===== src/rtl/instruction_fetch.sv =====
// Fetch stage for the 8-bit core.
// Owns the program counter, drives the ROM address, and assembles 1- or 2-byte
// instructions. Each instruction is handed to execute through a valid/ready pair.
// A branch redirect from execute flushes any partially fetched or held instruction.
//
// state  | meaning
// -------+-----------------------------------------------------------------
// FETCH0 | sample opcode byte at pc, decode instruction length
// FETCH1 | sample second byte (immediate / branch target) of a 2-byte instr
// HOLD   | complete instruction presented, waiting for instr_ready
module instruction_fetch #(
  parameter logic [7:0] RESET_PC = 8'd0
) (
  input  logic       clk,
  input  logic       reset,
  output logic [7:0] address_bus,
  input  logic [7:0] data_bus,
  output logic       instr_valid,
  input  logic       instr_ready,
  output logic [7:0] instr_byte0,
  output logic [7:0] instr_byte1,
  output logic       instr_two_byte,
  output logic [7:0] instr_addr,
  input  logic       branch_taken,
  input  logic [7:0] branch_target
);

  typedef enum logic [1:0] {
    FETCH0 = 2'd0,
    FETCH1 = 2'd1,
    HOLD   = 2'd2
  } state_t;

  state_t     state, state_nxt;
  logic [7:0] pc, pc_nxt;
  logic [7:0] byte0_nxt, byte1_nxt, addr_nxt;
  logic       valid_nxt, two_byte_nxt;
  logic       two_byte;

  // The ROM address comes straight from the pc register, never from a comb path.
  assign address_bus = pc;

  // LD_IMM/CMP_IMM family (1000xxxx) and branches (101xxxxx) carry a second byte.
  assign two_byte = (data_bus[7:4] == 4'b1000) | (data_bus[7:5] == 3'b101);

  // State and output registers; reset wins over everything else.
  always_ff @(posedge clk) begin
    if (reset) begin
      state          <= FETCH0;
      pc             <= RESET_PC;
      instr_valid    <= 1'b0;
      instr_byte0    <= 8'd0;
      instr_byte1    <= 8'd0;
      instr_two_byte <= 1'b0;
      instr_addr     <= RESET_PC;
    end else begin
      state          <= state_nxt;
      pc             <= pc_nxt;
      instr_valid    <= valid_nxt;
      instr_byte0    <= byte0_nxt;
      instr_byte1    <= byte1_nxt;
      instr_two_byte <= two_byte_nxt;
      instr_addr     <= addr_nxt;
    end
  end

  // Next-state and next-output logic; a redirect overrides the normal transition.
  always_comb begin
    state_nxt    = state;
    pc_nxt       = pc;
    valid_nxt    = instr_valid;
    byte0_nxt    = instr_byte0;
    byte1_nxt    = instr_byte1;
    two_byte_nxt = instr_two_byte;
    addr_nxt     = instr_addr;

    case (state)
      FETCH0: begin
        byte0_nxt    = data_bus;
        addr_nxt     = pc;
        pc_nxt       = pc + 8'd1;
        two_byte_nxt = two_byte;
        if (two_byte) begin
          state_nxt = FETCH1;
        end else begin
          byte1_nxt = 8'd0;
          valid_nxt = 1'b1;
          state_nxt = HOLD;
        end
      end
      FETCH1: begin
        byte1_nxt = data_bus;
        pc_nxt    = pc + 8'd1;
        valid_nxt = 1'b1;
        state_nxt = HOLD;
      end
      HOLD: begin
        // pc already points past the held instruction, so it is left alone.
        if (instr_ready) begin
          valid_nxt = 1'b0;
          state_nxt = FETCH0;
        end
      end
      default: begin
        valid_nxt = 1'b0;
        state_nxt = FETCH0;
      end
    endcase

    // Byte registers may keep stale contents; only valid is cleared.
    if (branch_taken) begin
      pc_nxt    = branch_target;
      valid_nxt = 1'b0;
      state_nxt = FETCH0;
    end
  end

endmodule


===== config.mk =====
export PLATFORM = sky130hd
export DESIGN_NAME = instruction_fetch
export DESIGN_NICKNAME = d
export VERILOG_FILES = /design/src/rtl/instruction_fetch.sv
export SDC_FILE = /design/constraint.sdc
export NUM_CORES = 1
export LEC_CHECK = 0
export BUFFER_PORTS_ARGS = -buffer_cell sky130_fd_sc_hd__buf_4
export CAP_MARGIN = 20
export CORE_MARGIN = 5
export CORE_UTILIZATION = 48
export CTS_CLUSTER_SIZE = 30
export DETAILED_ROUTE_END_ITERATION = 10
export GPL_TIMING_DRIVEN = 0
export PLACE_DENSITY_LB_ADDON = 0.25
export SETUP_SLACK_MARGIN = 0.15
export SLEW_MARGIN = 0
export SYNTH_ARGS = -nofsm -noshare
export SYNTH_HDL_FRONTEND = slang
export SYNTH_SLANG_ARGS = --single-unit

===== constraint.sdc =====
create_clock -name clk -period 1.6 [get_ports clk]
set_input_delay 0.16 -clock clk [delete_from_list [all_inputs] [get_ports clk]]
set_output_delay 0.16 -clock clk [all_outputs]
set_load 0.02 [all_outputs]

==> results.cfg, run 1 <==
[outcome]
status = finished clean

[yosys]
synth-simple-area-share_pct = 27.3
synth_compound_area_share_pct = 15.8
avgSynthCellArea_um2 = 8.48
ys_seq_elements = 36
synth_edf_count = 0
yosysSeqAreaShare_pct = 48.0
synth_top_flop_cell = dfxtp_1
synth_cell_type_count = 36
synth.mux.area_fraction_pct = 0.750
synth_top_family_by_area = simple AND/OR/NAND/NOR gates
syn_area_um2 = 1500
synth_xor_area_share_pct = 2.33
ys_async_sr_fraction_pct = 0
synth_fa_ha_area_share_pct = 0.833
ys_warn_count = 0
syn_nets = 198
syn-instance-count = 177

[placed_design]
placedInstanceArea_um2 = 1960
dp_hpwl_mm = 2.68
routabilityCongestion = 0.760
portBuffers = 53
placedCellCount = 274

[timing]
rsz0062_at_grt = no
maxSlewViolCount = 0
period_minus_slack_ns = 1.36
tightest_slew_ns = 0.452
finalHoldViolCount = 0
relSlewSlack_pct = 69.8
fin_tns_setup_ns = 0
skew_ns = 0.00995
setup-violations-final = 0
min_period_over_period_pct = 84.8
max_freq_ghz = 0.737

[critical_path]
cp_slowest_cell = dfxtp_1
timing.rr.start = state[0]
start_kind = flop
r2r_slack_ns = 0.24
critPathMaxStageDelay_ns = 0.31
reg2reg_to = instr_addr[6]
reg2reg_depth = 6
end_kind = flop
crit_type = reg -> reg
cp.arrival_ns = 1.56
path_max_fanout = 10
worstPathCellList = clkbuf_4, or2_2, clkbuf_4, buf_6, nand2_1, a21oi_1
cpMostUsedCell = clkbuf_4
required_ns = 1.80

[route]
postRouteAntennaNets = 0
via_count = 1417
routed_wl_mm = 3.54
routedWlPerCell_um = 12.5
drc = 0
drt_iter0_drc = 42
firstDrtPassIters = 4
via_per_inst = 5.02

[pwr]
p_leak_nw = 0.851
p_sw_uw = 498
p_sw_share_pct = 27.5
power.share.clock_pct = 27.4
total_power_mw = 1.81
power.density_nw_per_um2 = 886
power_frac_comb_pct = 18.1
power_frac_seq_pct = 54.5
irDropWorstVdd_mv = 0.681
p_int_mw = 1.31

[floorplan]
die_h_um = 65.9
initial_core_util_pct = 49.6
rows = 20
fp.coreArea_um2 = 3030
die_w_um = 65.9
io_pins = 54
die-area_um2 = 4350

[clock_tree]
hold_buffers = 0
cts_buffer_depth = 2
cts_buffers = 5
clk_pin_slew_ns = 0.10
cts_tree = done
clk_latency_ns = 0.33
clock_sinks = 36
htree_levels = 2
cts_root_buf = clkbuf_4

[final_layout]
syn_to_final_growth_pct = 36.2
fillers = 281
stdcell_count = 282
fin_util_pct = 67.5
drive_gt1_share_pct = 31.1
nNetsFinal = 258
final_area_um2 = 2040
diodes = 0

[global_route]
grt_first_pass_wirelength_mm = 5.90
grt_use_total_pct = 17.7
antenna_found_initial = 0
grt_pass1_vias = 1374
grt-ovfl-total = 0
grt_max_degree = 11

[min_path]
min_path_cells = 3
hp-start = data_bus[7]
holdPathEnd = instr_byte1[7]
hold_class = in -> reg

[job]
maxCapViolCount = 0
-- worst max-delay path by stage --
stage                   startpoint        endpoint  slack (ns)  depth (start not counted)
global placement          state[1]  instr_byte1[6]        0.13                          3
global route        address_bus[0]  address_bus[6]        0.16                          4
finish                    state[0]   instr_addr[6]        0.24                          6
CTS                       state[1]  instr_byte0[0]        0.20                          5
detailed placement        state[1]  instr_byte1[5]        0.12                          3
floorplan           address_bus[2]  address_bus[5]        0.25                          3
-- worst max-delay path: cells and delay by family (launching register included) --
family	cells	cell delay [ns]
AO/OA/AOI/OAI	1	0.06
buffers and inverters	3	0.49
flip-flops	1	0.31
AND/OR/NAND/NOR	2	0.36
-- layer usage --
| metal | vias up | part of all wire, % | track usage, % |
|---|---|---|---|
| met3 | 6 | 7.4 | 7.14 |
| met5 | - | 0 | 0 |
| met4 | 0 | 0.85 | 5.84 |
| met1 | 637 | 44 | 20.5 |
| met2 | 44 | 48 | 29.7 |
| li1 | 730 | - | - |
-- metrics by stage --
step / setup WS, ns / hold slack (ns)
2_1_floorplan: 0.245 / 0.288
3_3_place_gp: 0.134 / 0.408
6_report: 0.243 / 0.0681
3_5_place_dp: 0.123 / 0.415
5_1_grt: 0.155 / 0.0556
4_1_cts: 0.204 / 0.0522
-- registers in the layout (all words and copies together), names as in the netlist --
name and flops:
instr_byte1 8, instr_two_byte 1, state 2, instr_byte0 8, instr_addr 8, instr_valid 1, address_bus 8
-- placed cells by master (no fill, tap or decap), types with 3 or more instances in the layout --
master    netlist  layout
xor2_1          3       3
nand2_1        37      37
buf_4           0      53
nand3b_1        5       5
clkbuf_8        2       3
a21oi_1        19      19
clkbuf_4        0       7
dfxtp_1        36      33
o21ai_0        10      10
nor2_1          7       7
a211oi_1        3       3
nand3_1         6       6
clkbuf_1        3       5
nand2b_1       11      11
-- Yosys cell counts (2+ instances only) --
| master | number | share of area [%] |
|---|---|---|
| nand2_1 | 37 | 9.2 |
| dfxtp_1 | 36 | 48 |
| a21oi_1 | 19 | 6.3 |
| nand2b_1 | 11 | 4.6 |
| o21ai_0 | 10 | 3.3 |
| nor2_1 | 7 | 1.8 |
| nand3_1 | 6 | 2.0 |
| nand3b_1 | 5 | 2.5 |
| buf_2 | 4 | 1.3 |
| a211oi_1 | 3 | 1.5 |
| clkbuf_1 | 3 | 0.75 |
| xor2_1 | 3 | 1.8 |
| a311oi_1 | 2 | 1.2 |
| a31oi_1 | 2 | 0.83 |
| and2_1 | 2 | 0.83 |
| clkbuf_8 | 2 | 1.8 |
| inv_1 | 2 | 0.50 |
| nand4b_1 | 2 | 1.2 |
| nor2b_1 | 2 | 0.83 |
| o21a_1 | 2 | 1.0 |
| or2_2 | 2 | 0.83 |
-- power groups by stage --
stage	clock (mW)	combinational (mW)	sequential [mW]
floorplan	0	0.129	1.05
global placement	0	0.321	1.01
detailed placement	0	0.323	1.01
CTS	0.518	0.326	0.988
global route	0.564	0.359	0.997
finish	0.497	0.328	0.987
-- repair_timing --
item,in CTS,in global routing
setup buffers,0,0
endpoints found under the setup margin,8,12
resized for setup,1,9
-- cells by family after synthesis --
| family | after synthesis |
|---|---|
| adders and majority gates | 1 |
| xor gates and xnor gates | 4 |
| muxes | 1 |
| buffers and inverters | 12 |
| AOI/OAI and AO/OA | 41 |
| DFF | 36 |
| and+or+nand+nor | 82 |
-- layout make-up --
type | count | area, µm² | area share, %
plain buffers | 10 | 78.8 | 3.86
clock buffers | 8 | 58.8 | 2.88
inverters | 2 | 7.51 | 0.367
multi-input cells | 129 | 717 | 35.1
flip-flops and latches | 36 | 729 | 35.7
well taps | 44 | 55.1 | 2.69
repair buffers | 53 | 398 | 19.5
No activity file was read; power rests on OpenSTA's default activity.
==> run 2, diff against run 1 <==
Clock period 1.6 ns to 1.4 ns, I/O delays scaled along.
==> results.cfg, run 2 (same netlist as run 1, synthesis figures left out) <==
[pwr]
power.share.clock_pct = 31.2
irDropWorstVdd_mv = 0.595
p_leak_nw = 0.934
power.density_nw_per_um2 = 1030
p_sw_uw = 622
p_int_mw = 1.68
power_frac_seq_pct = 49.1
power_frac_comb_pct = 19.6
p_sw_share_pct = 27.0

[critical_path]
start_kind = flop
critPathMaxStageDelay_ns = 0.40
cp_slowest_cell = dfxtp_4
cp.arrival_ns = 1.49
worstPathCellList = ha_4, nand2b_4, or3_1, a311oi_1
crit_type = reg -> reg
required_ns = 1.66
end_kind = flop
path_max_fanout = 4
r2r_slack_ns = 0.17

[clock_tree]
htree_levels = 2
cts_buffer_depth = 2
hold_buffers = 0
cts_tree = done
cts_root_buf = clkbuf_4
clock_sinks = 36
cts_buffers = 5
clk_pin_slew_ns = 0.11
clk_latency_ns = 0.34

[global_route]
antenna_found_initial = 0
grt_pass1_vias = 1356
grt_use_total_pct = 19.6
grt_first_pass_wirelength_mm = 6.52
grt_max_degree = 12
grt-ovfl-total = 0

[placed_design]
dp_hpwl_mm = 2.87
routabilityCongestion = 0.833
placedInstanceArea_um2 = 1980
portBuffers = 53
dpl_worst_slack_ns = -0.0808

[timing]
fin_ws_ns = 0.170
max_freq_ghz = 0.813
finalHoldViolCount = 0
skew_ns = 0.0152
period_minus_slack_ns = 1.23
maxSlewViolCount = 0
rsz0062_at_grt = yes
min_period_over_period_pct = 87.8
relSlewSlack_pct = 64.6
tightest_slew_ns = 0.531
setup-violations-final = 0

[route]
routed_wl_mm = 4.06
via_per_inst = 5.14
routedWlPerCell_um = 14.0
firstDrtPassIters = 4
drc = 0
via_count = 1491
postRouteAntennaNets = 0
drt_iter0_drc = 105

[final_layout]
diodes = 0
layout_commonest_cell = buf_4
drive_gt1_share_pct = 37.8
fillers = 234
syn_to_final_growth_pct = 48.9
nNetsFinal = 266
final_area_um2 = 2240
final_cell_mix = buf_4, nand2_1, dfxtp_1

[floorplan]
rows = 20
die-area_um2 = 4350
initial_core_util_pct = 49.6
io_pins = 54
die_h_um = 65.9
fp.coreArea_um2 = 3030
die_w_um = 65.9

[outcome]
status = finished clean

[min_path]
hold_class = in -> reg

[job]
maxCapViolCount = 0
==> run 2: cell count changes in the layout (fill, tap and decap cells not counted), sizes merged <==
cell    change
clkbuf      -3
buf         +9
bufinv      +1
clkinv      +1
==> run 2: worst paths after layout <==
kind                          from        endpoint  cells past startpoint
hold reg to reg      instr_addr[1]   instr_addr[1]                      2
setup / recovery    address_bus[0]  address_bus[6]                      4
setup reg to reg    address_bus[0]  address_bus[6]                      4
hold / removal    branch_target[0]  address_bus[0]                      3
==> run 2: per-stage QoR <==
step | util [%] | cells | total power, mW | TNS (ns) | hold slack, ns
final | 73.8 | 290 | 2.30 | 0 | 0.0337
after global routing | 73.8 | 290 | 2.41 | 0 | 0.0138
after CTS | 71.4 | 288 | 2.28 | 0 | 0.0234
after detailed placement | 65.3 | 274 | 1.53 | -0.384 | 0.395
after global placement | 65.3 | 274 | 1.53 | -0.303 | 0.392
after floorplan | - | 177 | 1.36 | 0 | 0.266
==> run 2: per-layer routing <==
metal / part of all wire [%] / vias to the layer above / track usage (%)
met5: 0 / - / 0
met4: 1.6 / 0 / 6.09
met3: 5.5 / 8 / 6.29
met2: 47 / 41 / 31.2
met1: 46 / 700 / 25.3
li1: - / 742 / -
==> run 2: layout make-up <==
| cell class | count | area, µm² | area share, % |
|---|---|---|---|
| Inverter | 2 | 7.51 | 0.336 |
| Sequential cell | 36 | 738 | 33.0 |
| Clock buffer | 6 | 41.3 | 1.85 |
| Tap cell | 44 | 55.1 | 2.46 |
| Clock inverter | 2 | 35.0 | 1.57 |
| Buffer | 10 | 92.6 | 4.14 |
| Timing Repair Buffer | 61 | 500 | 22.4 |
| Multi-Input combinational cell | 129 | 766 | 34.2 |
==> run 2: repair_timing <==
action	4_1_cts	5_1_grt
gates cloned	0	1
pin swaps	2	1
setup endpoints to repair	23	27
resized for setup	9	10
buffers inserted	6	1
==> run 2: power groups by stage <==
stage / Sequential (mW) / Combinational [mW] / Clock (mW)
2_1_floorplan: 1.21 / 0.152 / 0
3_3_place_gp: 1.15 / 0.373 / 0
3_5_place_dp: 1.15 / 0.379 / 0
4_1_cts: 1.13 / 0.428 / 0.726
5_1_grt: 1.14 / 0.486 / 0.787
6_report: 1.13 / 0.451 / 0.719
==> run 2: worst max-delay path, delay by kind of cell (launching register included) <==
| family | cells | cell delay [ns] |
|---|---|---|
| adder cells (fa/ha/maj) | 1 | 0.15 |
| flip-flops | 1 | 0.40 |
| AND/OR/NAND/NOR | 2 | 0.40 |
| AO/OA/AOI/OAI | 1 | 0.20 |
